File: config.mk
export PLATFORM = sky130hd
export DESIGN_NAME = decimal_key_scheduler
export DESIGN_NICKNAME = d
export VERILOG_FILES = /design/src/rtl/decimal_key_scheduler.sv
export SDC_FILE = /design/constraint.sdc
export NUM_CORES = 1
export LEC_CHECK = 0
export CAP_MARGIN = 0
export CORE_ASPECT_RATIO = 0.75
export CORE_MARGIN = 4
export CORE_UTILIZATION = 44
export CTS_CLUSTER_DIAMETER = 120
export DETAILED_ROUTE_END_ITERATION = 8
export PLACE_DENSITY_LB_ADDON = 0.12
export SYNTH_ARGS = -nofsm -noshare
export SYNTH_HDL_FRONTEND = slang
export SYNTH_SLANG_ARGS = --single-unit
File: constraint.sdc
create_clock -name clk -period 5.55 [get_ports clk]
set_clock_uncertainty 0.1 [all_clocks]
set_input_delay 1.665 -clock clk [delete_from_list [all_inputs] [get_ports clk]]
set_output_delay 1.665 -clock clk [all_outputs]
set_load 0.01 [all_outputs]
File: src/rtl/decimal_key_scheduler.sv
// Decimal keypad front end: sync + debounce ten key lines, queue presses as pending
// requests, and serve them round-robin as BCD codes over a valid/ready handshake.

module decimal_to_bcd (
  input  logic [9:0] i_dec,
  output logic [3:0] o_bcd
);

  // Input is one-hot (or zero), so OR-ing the set positions yields the code
  always_comb begin
    o_bcd = 4'd0;
    for (int i = 0; i < 10; i++) begin
      if (i_dec[i]) o_bcd = o_bcd | 4'(i);
    end
  end

endmodule

module decimal_key_scheduler #(
  parameter int DEBOUNCE_CYCLES = 4
) (
  input  logic       clk,
  input  logic       rst_n,
  input  logic [9:0] key_in,
  output logic [3:0] bcd_out,
  output logic       bcd_valid,
  input  logic       bcd_ready,
  output logic [9:0] pending,
  output logic       overrun,
  output logic       busy
);

  localparam logic [7:0] DEB_LIM = 8'(DEBOUNCE_CYCLES);

  typedef enum logic {S_IDLE, S_VALID} state_t;

  state_t     r_state, w_next;
  logic [9:0] r_sync1, r_sync2, r_deb;
  logic [7:0] r_cnt [10];
  logic [9:0] r_pending;
  logic [3:0] r_bcd, r_gidx, r_rr;
  logic       r_overrun;

  logic [9:0] w_flip, w_press, w_clr, w_grant_oh;
  logic [4:0] w_j;
  logic [3:0] w_gidx, w_enc;
  logic       w_found, w_xfer;

  // Synchronizer, then stage boundary into the per-bit debounce counters
  always_comb begin
    for (int i = 0; i < 10; i++) begin
      w_flip[i] = (r_sync2[i] != r_deb[i]) && ((r_cnt[i] + 8'd1) == DEB_LIM);
    end
    w_press = w_flip & r_sync2;
  end

  always_ff @(posedge clk or negedge rst_n) begin
    if (!rst_n) begin
      r_sync1 <= '0;
      r_sync2 <= '0;
      r_deb   <= '0;
      for (int i = 0; i < 10; i++) r_cnt[i] <= '0;
    end else begin
      r_sync1 <= key_in;
      r_sync2 <= r_sync1;
      for (int i = 0; i < 10; i++) begin
        if (r_sync2[i] == r_deb[i] || w_flip[i]) begin
          r_cnt[i] <= '0;
        end else begin
          r_cnt[i] <= r_cnt[i] + 8'd1;
        end
        if (w_flip[i]) r_deb[i] <= r_sync2[i];
      end
    end
  end

  // Round-robin search: first pending digit at or above r_rr, wrapping modulo 10
  always_comb begin
    w_found = 1'b0;
    w_gidx  = 4'd0;
    w_j     = 5'd0;
    for (int k = 0; k < 10; k++) begin
      w_j = {1'b0, r_rr} + 5'(k);
      if (w_j >= 5'd10) w_j = w_j - 5'd10;
      if (!w_found && r_pending[w_j[3:0]]) begin
        w_found = 1'b1;
        w_gidx  = w_j[3:0];
      end
    end
  end

  assign w_grant_oh = w_found ? (10'd1 << w_gidx) : 10'd0;

  decimal_to_bcd u_enc (
    .i_dec (w_grant_oh),
    .o_bcd (w_enc)
  );

  assign w_xfer = (r_state == S_VALID) && bcd_ready;
  assign w_clr  = w_xfer ? (10'd1 << r_gidx) : 10'd0;

  always_comb begin
    w_next = r_state;
    case (r_state)
      S_IDLE:  if (w_found)   w_next = S_VALID;
      S_VALID: if (bcd_ready) w_next = S_IDLE;
      default: w_next = S_IDLE;
    endcase
  end

  // A press landing on the clearing edge re-arms the request instead of reporting overrun
  always_ff @(posedge clk or negedge rst_n) begin
    if (!rst_n) begin
      r_state   <= S_IDLE;
      r_pending <= '0;
      r_overrun <= 1'b0;
      r_bcd     <= '0;
      r_gidx    <= '0;
      r_rr      <= '0;
    end else begin
      r_state   <= w_next;
      r_pending <= (r_pending & ~w_clr) | w_press;
      r_overrun <= |(w_press & r_pending & ~w_clr);
      if (r_state == S_IDLE && w_found) begin
        r_bcd  <= w_enc;
        r_gidx <= w_gidx;
      end
      if (w_xfer) r_rr <= (r_gidx == 4'd9) ? 4'd0 : r_gidx + 4'd1;
    end
  end

  assign bcd_out   = r_bcd;
  assign bcd_valid = (r_state == S_VALID);
  assign pending   = r_pending;
  assign overrun   = r_overrun;
  assign busy      = (|r_pending) | bcd_valid;

endmodule

After elaboration in Yosys (flattened, before gate mapping)
Cells that the tools add are included.
Widths: inputs -> output; s select.
{"block": "word_totals", "regBits": 134, "inputBits": 13, "output_inout_bits": 17, "wordCells": 236}
{"block": "op_classes", "addsub": 30, "order_cmp": 20, "eq_ne": 31, "shifts": 2, "n_mux": 75, "bitwise_logic": 8, "n_reduce_logical": 42}
{"operator": "$mux 4", "count": 23}
{"operator": "$add 8x1->8 const B", "count": 10}
{"operator": "$eq 8x3->1 const B", "count": 10}
{"operator": "$mux 8", "count": 10}
{"operator": "$lt 4x5->1 const B", "count": 10}
{"operator": "$ge 5x4->1 const B", "count": 9}
{"operator": "$and 10x10->10", "count": 4}
{"operator": "$bmux 1 s4", "count": 10}
{"operator": "$sub 4x4->4 const B", "count": 10}
{"operator": "$mux 1", "count": 23}
{"operator": "$logic_and 1x1->1", "count": 21}
{"operator": "$add 4x3->5 const B", "count": 4}
{"operator": "$mux 10", "count": 2}
{"operator": "$reduce_or 10->1", "count": 2}
{"operator": "$shl 1x4->10 const A", "count": 2}
{"operator": "$mux 3", "count": 4}
{"operator": "$add 4x2->5 const B", "count": 2}
{"operator": "$add 4x4->5 const B", "count": 2}
{"operator": "$eq 1x1->1", "count": 10}
{"operator": "$logic_or 1x1->1", "count": 10}
{"operator": "$ne 1x1->1", "count": 10}
{"operator": "$not 10->10", "count": 1}
{"operator": "$or 10x10->10", "count": 1}
{"operator": "$logic_not 1->1", "count": 9}
{"operator": "8 further kinds", "count": 9}

Longest topological paths before layout
Gate-level depths: netlist of the first run.
{"block": "logic_depth", "word_depth": 43, "depth_mapped": 17, "mapped_depth_nobuf": 14}

Cells and area by module
A second synthesis of the first run with hierarchy kept.
{"block": "unflattened", "hier_cells": 991, "hier_area_um2": 9265.1}
{"mod": "decimal_key_scheduler", "n_inst": 1, "cells_per_inst": 984, "area_each_um2": 9231.4}
{"mod": "decimal_to_bcd", "n_inst": 1, "cells_per_inst": 7, "area_each_um2": 33.8}

Worst setup path after synthesis of the first run
No wires, ideal clock.
{"block": "synth_path", "kind": "register to register", "from": "register r_rr[0]", "to": "register r_gidx[0]", "t_arrival_ps": 3738, "path_slack_ps": 1648, "path_stages_with_launch": 17, "path_buffers": 3, "period_less_slack_ps": 3902, "cell_sequence": "dfrtp_1 -> buf_6 -> buf_6 -> buf_4 -> inv_1 -> ha_1 -> xor2_4 -> ha_1 -> nand2b_1 -> a21boi_0 -> o211ai_1 -> o2bb2ai_1 -> or3b_1 -> a31o_2 -> a311o_1 -> a211oi_2 -> a21o_1"}
{"block": "synth_via", "elab_chain_cells": 33}
{"item": "start, declared", "line_no": "41", "rtl": "logic [3:0] r_bcd, r_gidx, r_rr;"}
{"item": "start signal, assigned", "line_no": "128", "rtl": "if (w_xfer) r_rr <= (r_gidx == 4'd9) ? 4'd0 : r_gidx + 4'd1;"}
{"item": "branches (longest 33 deep; another with $add 4x1->5)"}
{"item": "end signal, assigned", "line_no": "126", "rtl": "r_gidx <= w_gidx;"}
{"item": "end, declared", "line_no": "41"}
Several ways; the timed one is not identified. The select of a mux whose other input is x is not followed.
A chain may end at the register's enable or synchronous reset.

Worst setup path in the final report of the first run
{"block": "layout_path", "from": "register r_rr[1]", "to": "register r_gidx[2]"}
The elaborated chain is that of the path after synthesis.

==> impl_metrics.ini, run 1 <==
[setup_path]
worstPathRequired_ns = 5.74
cp_peak_stage_delay_ns = 0.62
worstRegToRegCells = 14
rr_endpoint = r_gidx[2]$_DFFE_PN0P_
crit_path_start_kind = flip-flop
critical_path.top_delay_family = compound AO/OA/AOI/OAI gates
critPathLaunch = r_rr[1]$_DFFE_PN0P_
reg2reg_from = r_rr[1]$_DFFE_PN0P_
cp_max_fo = 16
crit_path_top_delay_cell = ha_1
slack_of_the_worst_reg_to_reg_path_ns = 1.04
critical_path_arrival_ns = 4.70
cp.buffers_inverters = 2
critPathCapture = r_gidx[2]$_DFFE_PN0P_
crit_path_depth = 14
worstPathCellList = inv_2 -> ha_1 -> inv_2 -> ha_1 -> nand2b_1 -> o21ai_0 -> a221oi_1 -> a2111oi_1 -> nor2_1 -> nand3_2 -> a211oi_1 -> o221ai_1 -> a31oi_1 -> o22ai_1
end_kind = flip-flop
criticalPathCategory = reg2reg

[global_routing]
via_count_of_the_first_global_routing_pass = 6751
global_route.overflow_total = 0
pin_count_of_the_biggest_net_entering_global_routing = 84
grt_first_pass_wirelength_mm = 35.7
track_usage_pct = 19.1
initial_antenna_violation_count = 0

[worst_hold_path]
min_path_type = reg2reg

[yosys]
post_synthesis_mux_area_share_pct = 6.51
synth_compound_area_share_pct = 15.9
yosys.area_share.simple_pct = 22.5
synth_enable_flop_cells = 0
synthesis.area_mm2 = 0.00912
syn_inst = 963
seq_area_frac_synth_pct = 36.8
synth.distinct_cells = 101
post_synth_xor_area_fraction_pct = 9.36
synthFlopType = dfrtp_1
ys_ff_latch = 134
synth.yosys.warnings = 0
synth_nets = 1019
post_synthesis_async_set_or_reset_flop_share_pct = 100
syn_area_per_cell_um2 = 9.47
synth-adder-area-share_pct = 5.98
synth_top_family_by_area = simple AND/OR/NAND/NOR gates

[routing]
route.detailed.vias_per_inst = 5.68
detailedRoute.firstIterationViolations = 658
remaining_drc_errors = 0
drt_pass1_iterations = 5
totalWireLength_mm = 21.9
avgRoutedWirePerCell_um = 17.1
num_vias = 7271
drtAntennaViolNets = 0

[die]
top_level_ports = 30
design.die.area_mm2 = 0.0231
rows = 45
dieWidth_um = 174
floorplan.initialDensity_pct = 44.9
core_area_mm2 = 0.0203
fp.dieH_um = 133

[timing]
finalHoldWorstSlack_ns = 0.246
final.period_utilization_pct = 81.3
grt_setup_unrepaired = no
tightest_pin_transition_ns = 0.702
final.min_clock_period_ns = 4.51
report.final.setup_viol = 0
timing_hold_violations_final = 0
max_clock_freq_mhz = 222
slew_headroom_pct = 51.9
fin_tns_setup_ns = 0
slew_violations = 0

[final_layout]
layout.cell_area.non_filler_mm2 = 0.0102
fin_nets = 1040
antenna_diode_count = 0
commonest_cells_after_routing_fill_and_taps_aside = dfrtp_1 (133), nor2_1 (112), nand3_1 (58)
layout-drive-gt1-share_pct = 12.1
layout_commonest_cell = dfrtp_1
area_delta_synth_final_pct = 12.3

[cts]
clock_sink_count = 134
cts_buffers = 17
clk_pin_slew_ns = 0.06
clk_root_buffer_cell = clkbuf_16
cts-resized-gates = 0
worst_skew_pair.late_latency_ns = 0.42
cts_hold_buf = 0
cts-htree-levels = 4
postCtsSetupBuffers = 0
cts_tree = built
cts.path.max_buffers = 2

[placed_design]
port-buffer-count = 29
dp_hpwl_mm = 16.0
place.gp.congestion = 0.916
dpl-instance-area_mm2 = 0.00963

[status]
status = finished, final reports clean

[flow_run]
max_cap_violations = 0
[state kept, by name, indices dropped and copies added, names as in the netlist]
register / flops
r_gidx: 4
r_sync2: 10
r_deb: 10
r_sync1: 10
bcd_out: 4
r_cnt: 80
overrun: 1
r_rr: 4
pending: 10
bcd_valid: 1
[worst min path at each step]
stage                               from                   end  cells past startpoint
floorplan           r_sync1[0]$_DFF_PN0_  r_sync2[0]$_DFF_PN0_                      0
global placement    r_sync1[1]$_DFF_PN0_  r_sync2[1]$_DFF_PN0_                      0
detailed placement  r_sync1[6]$_DFF_PN0_  r_sync2[6]$_DFF_PN0_                      0
CTS                 r_sync1[6]$_DFF_PN0_  r_sync2[6]$_DFF_PN0_                      0
global route        r_sync1[6]$_DFF_PN0_  r_sync2[6]$_DFF_PN0_                      0
finish              r_sync1[6]$_DFF_PN0_  r_sync2[6]$_DFF_PN0_                      0
[worst register-to-register path: cells and delay by family, from the launching register on]
family                     cells  cell delay, ns
AOI/OAI and AO/OA              7            1.63
adders and majority gates      2            0.97
buffers and inverters          2            0.54
DFF                            1            0.39
and+or+nand+nor                3            0.75
[cells by family (layout without fill, tap and decap cells)]
kind of cell | count (synthesis) | in the layout
AND/OR/NAND/NOR | 389 | 389
XOR/XNOR | 91 | 91
AO/OA/AOI/OAI | 200 | 200
adder cells (fa/ha/maj) | 43 | 43
flip-flops | 134 | 134
buffers and inverters | 59 | 93
multiplexers | 47 | 47
[metrics by stage]
step,std cells,utilization [%],setup slack [ns]
2_1_floorplan,963,-,1.65
3_3_place_gp,1247,47.4,1.28
3_5_place_dp,1247,47.4,1.21
4_1_cts,1279,50.4,1.19
5_1_grt,1279,50.4,0.740
6_report,1279,50.4,1.04
[per-layer routing]
layer  GRT usage [%]  up-vias  part of all wire (%)
met3            4.66       20                   7.2
met4            4.70        0                   1.1
met2            26.9      234                    41
li1                -     3548                     -
met5               0        -                     0
met1            29.4     3469                    50
[cell usage after synthesis (20+ instances only)]
library cell    n  share of area, %
dfrtp_1       134                37
nor2_1        112               4.6
nand3_1        58               3.2
nand2_1        55               2.3
xnor2_1        45               4.3
ha_1           42               5.8
xor2_1         40               3.8
a21oi_1        33               1.8
and3_1         31               2.1
o21ai_0        28               1.5
nor3_1         22               1.2
clkbuf_1       21              0.86
inv_1          20              0.82
mux2_2         20               2.5
nand2b_1       20               1.4
[layout make-up]
type	instances	area (um2)
Fill cell	1951	10100
Sequential cell	134	3350
Timing Repair Buffer	36	344
Multi-Input combinational cell	770	5490
Clock buffer	18	439
Clock inverter	14	168
Inverter	25	93.8
Tap cell	282	353
Power of run 1 is left out: the tool's default activity adds up to more than one toggle a clock period on the data nets, which glitch-free logic cannot reach.
==> run 2: changes to the inputs <==
clock period = 3.6 ns   (was 5.55 ns; I/O delays follow)
==> run 2 against run 1 <==
Against the previous run: setup slack worse by 0.98 ns; sequential share of layout area is 3.2 points lower; clock-buffer cell count stayed put; non-clock buffer count is 96 higher; first-iteration DRC count rose by 11%; largest cell class unchanged; wire length up 7.6%; cell count increased by 7.5%; cell area rose by 11%; global-route usage is 1.2 points higher; critical path depth unchanged; sequential cell count stayed put; utilization up 5.5 points.
==> impl_metrics.ini, run 2 (synthesized netlist as in run 1, its figures left out) <==
[timing]
slew_violations = 0
finalHoldWorstSlack_ns = 0.248
grt_setup_unrepaired = yes
timing_hold_violations_final = 0
final_critical_path_setup_slack_ns = 0.0524
final.period_utilization_pct = 98.5
tightest_pin_transition_ns = 0.656
max_clock_freq_mhz = 282
slew_headroom_pct = 55.9
report.final.setup_viol = 0
final.min_clock_period_ns = 3.55

[placed_design]
port-buffer-count = 29
place.gp.congestion = 0.995
dpl.cell_count = 1326
dpl-instance-area_mm2 = 0.0104
dp_hpwl_mm = 17.7
pre_cts_slack_ns = -0.00335

[final_layout]
fin_nets = 1136
area_delta_synth_final_pct = 24.6
multiInputGateArea_mm2 = 0.00585
finalNonFillerCells = 1375
antenna_diode_count = 0
flip_flop_count_of_the_largest_register_all_copies_and_words_added = 80
commonest_cells_after_routing_fill_and_taps_aside = dfrtp_1 (131), nor2_1 (111), buf_4 (98)
sequential_cell_area_mm2 = 0.00336
registers.top_by_ff_count = r_cnt
count_of_fill_cells_added_during_filler_insertion = 1811
layout_commonest_cell = dfrtp_1
layout.cell_area.non_filler_mm2 = 0.0114
layout-drive-gt1-share_pct = 24.4

[die]
top_level_ports = 30
core_area_mm2 = 0.0203
fp.dieH_um = 133
rows = 45
floorplan.initialDensity_pct = 44.9
dieWidth_um = 174
design.die.area_mm2 = 0.0231

[global_routing]
global_route.overflow_total = 0
initial_antenna_violation_count = 0
via_count_of_the_first_global_routing_pass = 7300
track_usage_pct = 20.4
grt_first_pass_wirelength_mm = 38.4
pin_count_of_the_biggest_net_entering_global_routing = 57

[worst_hold_path]
min_path_type = reg2reg

[routing]
met1Wirelength_mm = 11.8
num_vias = 7719
routed-wl-met2_mm = 9.88
detailedRoute.firstIterationViolations = 732
totalWireLength_mm = 23.6
drtAntennaViolNets = 0
route.detailed.vias_per_inst = 5.61
drt_pass1_iterations = 5
avgRoutedWirePerCell_um = 17.2
route.met3.wl_mm = 1.62
remaining_drc_errors = 0
dr.max_layer_used = met4

[setup_path]
worstPathCellList = inv_8 -> ha_4 -> buf_4 -> ha_4 -> a21oi_1 -> o221a_4 -> or4_4 -> a31oi_4 -> or2_4 -> nor4_4 -> buf_4 -> a21oi_4 -> o211ai_4 -> o21a_1
crit_path_top_delay_cell = or4_4
crit_path_start_kind = flip-flop
cp_max_fo = 7
end_kind = flip-flop
cp_peak_stage_delay_ns = 0.53
critical_path_arrival_ns = 3.76
criticalPathCategory = reg2reg
worstPathRequired_ns = 3.81

[flow_run]
max_cap_violations = 0

[cts]
clk_root_buffer_cell = clkbuf_16
cts_tree = built
clk_pin_slew_ns = 0.06
cts-htree-levels = 4
cts.path.max_buffers = 2
cts_hold_buf = 0
clock_sink_count = 134
worst_skew_pair.late_latency_ns = 0.42
cts_buffers = 17

[status]
status = finished, final reports clean
==> run 2: changes by cell type in the layout (fill, tap and decap cells not counted), sizes merged <==
cell    previous run  this run
inv               31        33
buf                8       104
clkinv             5         4
bufinv             2         1
==> run 2: metal layers <==
metal	track usage [%]	vias to the layer above
li1	-	3726
met1	30.9	3720
met2	29.3	245
met3	5.23	28
met4	4.26	0
met5	0	-
==> run 2: critical path: cells and delay by family (launching register included) <==
family	cells	cell delay [ns]
AO/OA/AOI/OAI	6	1.14
adder cells (fa/ha/maj)	2	0.53
buffers and inverters	3	0.41
AND/OR/NAND/NOR	3	0.78
flip-flops	1	0.48
==> run 2: what timing repair did <==
item,in CTS,in global routing
resized for setup,2,51
setup endpoints to repair,7,9
pin swaps,1,26
setup buffers,0,17
cloned,0,0
==> run 2: stage by stage <==
| step | setup TNS [ns] | utilization [%] |
|---|---|---|
| after floorplan | 0 | - |
| after global placement | 0 | 50.9 |
| after detailed placement | -0.00635 | 50.9 |
| after CTS | 0 | 53.9 |
| after global routing | -0.208 | 55.9 |
| final | 0 | 55.9 |
==> run 2: cell type report <==
class	instances	area share, %
multi-input cells	770	51.5
flip-flops and latches	134	29.6
clock inverters	14	1.39
well taps	282	3.11
repair buffers	132	9.64
clock buffers	18	3.87
inverters	25	0.936
==> run 2: path summary, 6_finish.rpt <==
kind	end	slack, ns	startpoint	depth (start not counted)
setup / recovery	bcd_out[3]$_DFFE_PN0P_	0.05	r_rr[1]$_DFFE_PN0P_	14
hold / removal	r_sync2[9]$_DFF_PN0_	0.25	r_sync1[9]$_DFF_PN0_	0
setup reg to reg	bcd_out[3]$_DFFE_PN0P_	0.05	r_rr[1]$_DFFE_PN0P_	14
hold reg to reg	r_sync2[9]$_DFF_PN0_	0.25	r_sync1[9]$_DFF_PN0_	0
max in group asynchronous	r_cnt[49]$_DFF_PN0_	2.25	rst_n	2
min in group asynchronous	r_cnt[36]$_DFF_PN0_	0.51	rst_n	1
Power of run 2 is left out for the same reason.
